==> src/rtl/rot_cordic_ctrl.sv <==
// rot_cordic_ctrl: sequencing controller for an external vectoring CORDIC datapath.
// Accepts one I/Q sample, runs N_ITER micro-rotations driving y toward zero, and
// returns magnitude (final x) and phase (final z) on a valid/ready handshake.
// Optional build macro ROT_CORDIC_CTRL_SKID_EN adds a one-entry input skid buffer
// so a new sample can be accepted while the current one is still in flight.

module rot_cordic_ctrl #(
  parameter int unsigned COUNT_WIDTH = 4,
  parameter int unsigned WIDTH       = 16,
  parameter int unsigned WIDTH_WIRE  = 18,
  parameter int unsigned N_ITER      = 16
) (
  input  logic                   clk,
  input  logic                   rst,
  input  logic                   in_valid,
  output logic                   in_ready,
  input  logic [WIDTH_WIRE-1:0]  x_in,
  input  logic [WIDTH_WIRE-1:0]  y_in,
  output logic [WIDTH_WIRE-1:0]  dp_x,
  output logic [WIDTH_WIRE-1:0]  dp_y,
  output logic                   dp_ce,
  output logic                   dp_mux_sel,
  output logic                   dp_sign_in,
  output logic [COUNT_WIDTH-1:0] dp_shift_bit,
  input  logic                   dp_sign_out,
  input  logic [WIDTH_WIRE-1:0]  dp_x_out,
  input  logic [WIDTH_WIRE-1:0]  dp_y_out,
  input  logic [WIDTH-1:0]       dp_z_out,
  output logic [WIDTH_WIRE-1:0]  mag_out,
  output logic [WIDTH-1:0]       phase_out,
  output logic                   out_valid,
  input  logic                   out_ready,
  output logic                   busy
);

  typedef enum logic [1:0] {StIdle, StLoad, StIter, StDone} state_e;

  localparam logic [COUNT_WIDTH-1:0] KLast = COUNT_WIDTH'(N_ITER - 1);

  state_e                 state_q, state_d;
  logic [COUNT_WIDTH-1:0] k_q, k_d;
  logic                   load_new;
  logic [WIDTH_WIRE-1:0]  load_x, load_y;
  logic                   capture;

  // Residual y is not needed by a vectoring controller.
  logic unused_dp_y_out;
  assign unused_dp_y_out = ^dp_y_out;

`ifdef ROT_CORDIC_CTRL_SKID_EN
  logic                  skid_full_q;
  logic [WIDTH_WIRE-1:0] skid_x_q, skid_y_q;
  logic                  skid_push, skid_pop;

  // Buffer while busy, except on the DONE-exit edge where the input loads directly.
  assign skid_push = in_valid && !skid_full_q && (state_q != StIdle) &&
                     !((state_q == StDone) && out_ready);
  assign skid_pop  = (state_q == StDone) && out_ready && skid_full_q;
  assign in_ready  = !rst && !skid_full_q;

  // Skid buffer storage.
  always_ff @(posedge clk or posedge rst) begin
    if (rst) begin
      skid_full_q <= 1'b0;
      skid_x_q    <= '0;
      skid_y_q    <= '0;
    end else if (skid_push) begin
      skid_full_q <= 1'b1;
      skid_x_q    <= x_in;
      skid_y_q    <= y_in;
    end else if (skid_pop) begin
      skid_full_q <= 1'b0;
    end
  end
`else
  assign in_ready = !rst && (state_q == StIdle);
`endif

  assign out_valid = (state_q == StDone);
  assign busy      = (state_q != StIdle);

  // Next-state, iteration index and datapath control decode.
  always_comb begin
    state_d      = state_q;
    k_d          = k_q;
    load_new     = 1'b0;
    load_x       = x_in;
    load_y       = y_in;
    capture      = 1'b0;
    dp_ce        = 1'b0;
    dp_mux_sel   = 1'b0;
    dp_shift_bit = '0;
    dp_sign_in   = 1'b0;
    unique case (state_q)
      StIdle: begin
        if (in_valid) begin
          load_new = 1'b1;
          state_d  = StLoad;
        end
      end
      StLoad: begin
        dp_ce   = 1'b1;
        k_d     = '0;
        state_d = StIter;
      end
      StIter: begin
        dp_ce        = 1'b1;
        dp_mux_sel   = 1'b1;
        dp_shift_bit = k_q;
        // Rotate against the sign of y to drive it toward zero.
        dp_sign_in   = dp_sign_out;
        if (k_q == KLast) begin
          capture = 1'b1;
          k_d     = '0;
          state_d = StDone;
        end else begin
          k_d = k_q + 1'b1;
        end
      end
      StDone: begin
        if (out_ready) begin
          state_d = StIdle;
`ifdef ROT_CORDIC_CTRL_SKID_EN
          // Buffered sample is older than anything on the input, so it goes first.
          if (skid_full_q) begin
            load_new = 1'b1;
            load_x   = skid_x_q;
            load_y   = skid_y_q;
            state_d  = StLoad;
          end else if (in_valid) begin
            load_new = 1'b1;
            state_d  = StLoad;
          end
`endif
        end
      end
      default: state_d = StIdle;
    endcase
  end

  // Control state and iteration index.
  always_ff @(posedge clk or posedge rst) begin
    if (rst) begin
      state_q <= StIdle;
      k_q     <= '0;
    end else begin
      state_q <= state_d;
      k_q     <= k_d;
    end
  end

  // Sample registers feeding the datapath; held for the whole computation.
  always_ff @(posedge clk or posedge rst) begin
    if (rst) begin
      dp_x <= '0;
      dp_y <= '0;
    end else if (load_new) begin
      dp_x <= load_x;
      dp_y <= load_y;
    end
  end

  // Result capture on the last micro-rotation; held stable through DONE.
  always_ff @(posedge clk or posedge rst) begin
    if (rst) begin
      mag_out   <= '0;
      phase_out <= '0;
    end else if (capture) begin
      mag_out   <= dp_x_out;
      phase_out <= dp_z_out;
    end
  end

endmodule

==> config.mk <==
export PLATFORM = sky130hd
export DESIGN_NAME = rot_cordic_ctrl
export DESIGN_NICKNAME = d
export VERILOG_FILES = /design/src/rtl/rot_cordic_ctrl.sv
export SDC_FILE = /design/constraint.sdc
export NUM_CORES = 1
export LEC_CHECK = 0
export CAP_MARGIN = 5
export CORE_UTILIZATION = 41
export CTS_CLUSTER_SIZE = 12
export DETAILED_ROUTE_END_ITERATION = 10
export GPL_TIMING_DRIVEN = 1
export PLACE_DENSITY = 0.92
export SLEW_MARGIN = 0
export SYNTH_ARGS = -nofsm -noshare
export SYNTH_HDL_FRONTEND = slang
export SYNTH_SLANG_ARGS = --single-unit
==> constraint.sdc <==
create_clock -name clk -period 5.5 [get_ports clk]
set_input_delay 1.1 -clock clk [delete_from_list [all_inputs] [get_ports clk]]
set_output_delay 1.1 -clock clk [all_outputs]
set_load 0.02 [all_outputs]
Word level (Yosys, flattened, before mapping)
Index checks and enable logic that the tools add are counted.
- add/sub/neg operators: 1
- eq/ne operators: 7
- mux-type cells: 14
- reductions and logical operators: 7
- operators by type and width (cell ; number):
    two-way mux 4 bit ; 2
    one-hot mux 2 bit (4 select lines) ; 1
    one-hot mux 4 bit (2 select lines) ; 1
    two-way mux 1 bit ; 7
    two-way mux 2 bit ; 3
    adder 4 x 1 -> 4 bit (second input constant) ; 1
    equality test 2 bit (second input constant) ; 2
    equality test 4 bit (second input constant) ; 1
    inequality test 2 bit (second input constant) ; 2
    nonzero test 2 bit ; 2
    AND reduction 3 bit ; 1
    equality test 2 x 1 -> 1 bit (second input constant) ; 1
    zero test 2 bit ; 1
    inequality test 2 x 1 -> 1 bit (second input constant) ; 1
    OR reduction 2 bit ; 1
    logical AND 1 bit ; 1
    zero test 1 bit ; 1
- flip-flop bits (word level): 76
- input port bits: 93
- word-level logic and storage cells: 35

Longest topological paths before layout
- word-level depth: 3
- mapped depth: 6

Least setup slack after synthesis
No wires, ideal clock.
- path kind: input port to output port
- start: input port rst
- end: output port in_ready
- data arrival time: 1380 ps
- slack: 3020 ps
- stages: 1
- cells stage by stage: nor2_1
- cells in the longest elaborated chain, start to end: 2
- ends and longest elaborated chain (item ; line ; text):
    from (decl) ; 14 ; input logic rst,
    zero test 1 bit (no line) ; n/a ;
    logical AND 1 bit ; 76 ; assign in_ready = !rst && (state_q == StIdle);
    to (decl) ; 16 ; output logic in_ready,
Every way passes these cells.

Final worst setup path
- start: input port dp_sign_out
- end: output port dp_sign_in
- cells in the longest elaborated chain, start to end: 1
- ends and longest elaborated chain (item ; line ; text):
    from (decl) ; 25 ; input logic dp_sign_out,
    two-way mux 1 bit ; 94 ; unique case (state_q)
    to (decl) ; 23 ; output logic dp_sign_in,
Every way passes these cells.

==> flow_summary.json <==
{
  "status": "finished clean",
  "rsz0062_at_grt": "false",
  "route.detailed.drc": 0,
  "slew_headroom_pct": 39.0,
  "cts_tree": "yes",
  "fin_setup_tns_ns": 0,
  "layout.nets": 450,
  "syn2layout_area_growth_pct": 58.1,
  "slew_viol_final": 0,
  "rows": 31,
  "io_buffer_count": 154,
  "finalClockSkew_ns": 0.00749,
  "ys.flop_type": "dfrtp_1",
  "synth_async_sr_flop_share_pct": 100,
  "clockRootBuffer": "clkbuf_8",
  "period_needed_ns": 3.35,
  "drt_iter0_drc": 68,
  "synthCells": 195,
  "routabilityCongestion": 0.776,
  "viasPerCell": 4.70,
  "wl_per_cell_um": 15.8,
  "die_area_um2": 8020,
  "ir_drop_mv": 0.344,
  "antenna_found_initial": 0,
  "initial_utilization_pct": 42.9,
  "cts_buffers": 9,
  "vias": 2145,
  "io_pins": 173,
  "worstPathMaxFanout": 1,
  "cts_max_path_buffers": 2,
  "fin_crit_sh_pct": 61.0,
  "ant_nets": 0,
  "die_y_um": 89.6,
  "grt_max_degree": 44,
  "synth_warnings": 0,
  "syn_area_per_cell_um2": 16.1,
  "worst_pin_slew_ns": 0.914,
  "arrival_ns": 2.25,
  "syn_area_um2": 3140,
  "worstSetupPathType": "input port to output port",
  "diodes": 0,
  "grt_use_met3_pct": 4.11,
  "clk_latency_ns": 0.33,
  "cts.sinks": 76,
  "ys_types": 23,
  "post_cts_resized": 0,
  "gr-usage-all-layers_pct": 18.2,
  "drv_cap": 0,
  "firstDrtPassIters": 4,
  "setup_viol": 0,
  "hold_class": "flip-flop to flip-flop",
  "grt_use_met2_pct": 32.3,
  "chipWidth_um": 89.6,
  "startpoint_type": "input port",
  "power_density_nw_per_um2": 454,
  "hpwl_um": 5180,
  "syn_nets": 293,
  "worstPathRequired_ns": 4.40,
  "ys_seq_area_share_pct": 60.5,
  "ys_ff_latch": 76,
  "p_leak_nw": 2.20,
  "fillCellCount": 535,
  "core_um2": 7330,
  "fmax_mhz": 298,
  "hold_viol": 0,
  "synth_edf_count": 0,
  "gr-total-overflow": 0,
  "end_kind": "output port",
  "clk_pin_slew_worst_paths_ns": 0.07,
  "grt_first_pass_wirelength_um": 10800,
  "gr-max-usage-layer": "met2",
  "postCtsSetupRepairBufs": 0,
  "worst_slack_ns": 2.15,
  "grt_pass1_vias": 2189,
  "use_met1_pct": 21.4,
  "cts_hold_buf": 0,
  "h-tree-depth": 3,
  "place_ws_ns": 2.14,
  "wirelength_um": 7190,
  "drive_gt1_share_pct": 24.9
}
-- worst paths after layout --
| kind | start | to | slack [ns] | depth (start not counted) |
|---|---|---|---|---|
| min in group asynchronous | rst | dp_x[12] | 1.32 | 2 |
| max in group asynchronous | rst | dp_y[12] | 3.19 | 3 |
| max | dp_sign_out | dp_sign_in | 2.15 | 3 |
| min | dp_x[7] | dp_x[7] | 0.51 | 1 |
| min reg2reg | dp_x[7] | dp_x[7] | 0.51 | 1 |
| max reg2reg | state_q[0] | mag_out[3] | 3.18 | 5 |
-- critical path, cell delays in order --
cell and delay, ns:
clkdlybuf4s50_1 0.44, and2_1 0.11, clkdlybuf4s50_1 0.60
-- layout make-up --
cell class,instances,area [um2],share of cell area (%)
multi-input combinational,101,1140,23.0
sequential,76,1900,38.3
inverter,9,33.8,0.680
tap,99,124,2.49
timing repair buffer,155,1550,31.2
clock inverter,4,72.6,1.46
clock buffer,12,145,2.92
-- stage by stage --
step	power, W	area [um2]	utilization (%)	hold slack, ns	instances
finish	0.00226	4970	67.8	0.508	456
global placement	0.00178	4750	64.8	0.487	440
global route	0.00238	4970	67.8	0.520	456
CTS	0.00229	4970	67.8	0.509	456
detailed placement	0.00182	4750	64.8	0.491	440
floorplan	0.00134	3140	-	0.491	195
-- power breakdown --
group | leakage [nW] | internal (W) | total, W | switching [W]
sequential | 0.900 | 0.000723 | 0.000811 | 0.0000882
clock | 0.107 | 0.000268 | 0.000465 | 0.000197
combinational | 1.19 | 0.000528 | 0.000982 | 0.000454
total | 2.20 | 0.00152 | 0.00226 | 0.000740
-- cell usage in the layout, fill, tap and decap left out, types with 2 or more instances in the layout --
cell	n
nand2_1	2
clkdlybuf4s50_1	154
nor2_1	2
bufinv_16	2
mux2_2	40
inv_1	8
ha_1	5
mux2_4	30
clkbuf_8	10
dfrtp_1	76
mux2i_1	3
and2_1	4
clkbuf_1	2
nand3_1	6
-- state kept, by name (all words and copies together), names as in the netlist --
name,count
phase_out,16
mag_out,18
dp_x,18
dp_y,18
k_q,4
state_q,2
-- cell usage after synthesis (2+ instances only) --
cell type / number / area, um2
dfrtp_1: 76 / 1900
mux2_2: 40 / 450
mux2_4: 30 / 450
inv_1: 9 / 33.8
nand3_1: 6 / 30.0
ha_1: 5 / 62.6
and2_1: 4 / 25.0
buf_2: 3 / 15.0
buf_6: 3 / 33.8
mux2i_1: 3 / 30.0
clkbuf_1: 2 / 7.51
nand2_1: 2 / 7.51
nor2_1: 2 / 7.51
-- per-layer routing --
metal | share of wire, % | vias up
met5 | 0 | -
met4 | 1.9 | 0
met3 | 5.4 | 12
met2 | 54 | 81
met1 | 39 | 1069
li1 | - | 983
-- kinds of logic after synthesis --
logic type / Yosys count / synth area share (%)
flip-flops: 76 / 60.5
multiplexers: 73 / 29.6
buffers and inverters: 18 / 3.10
AND/OR/NAND/NOR: 17 / 3.26
AO/OA/AOI/OAI: 6 / 1.55
adder cells (fa/ha/maj): 5 / 1.99
No activity file was read; power rests on OpenSTA's default activity.
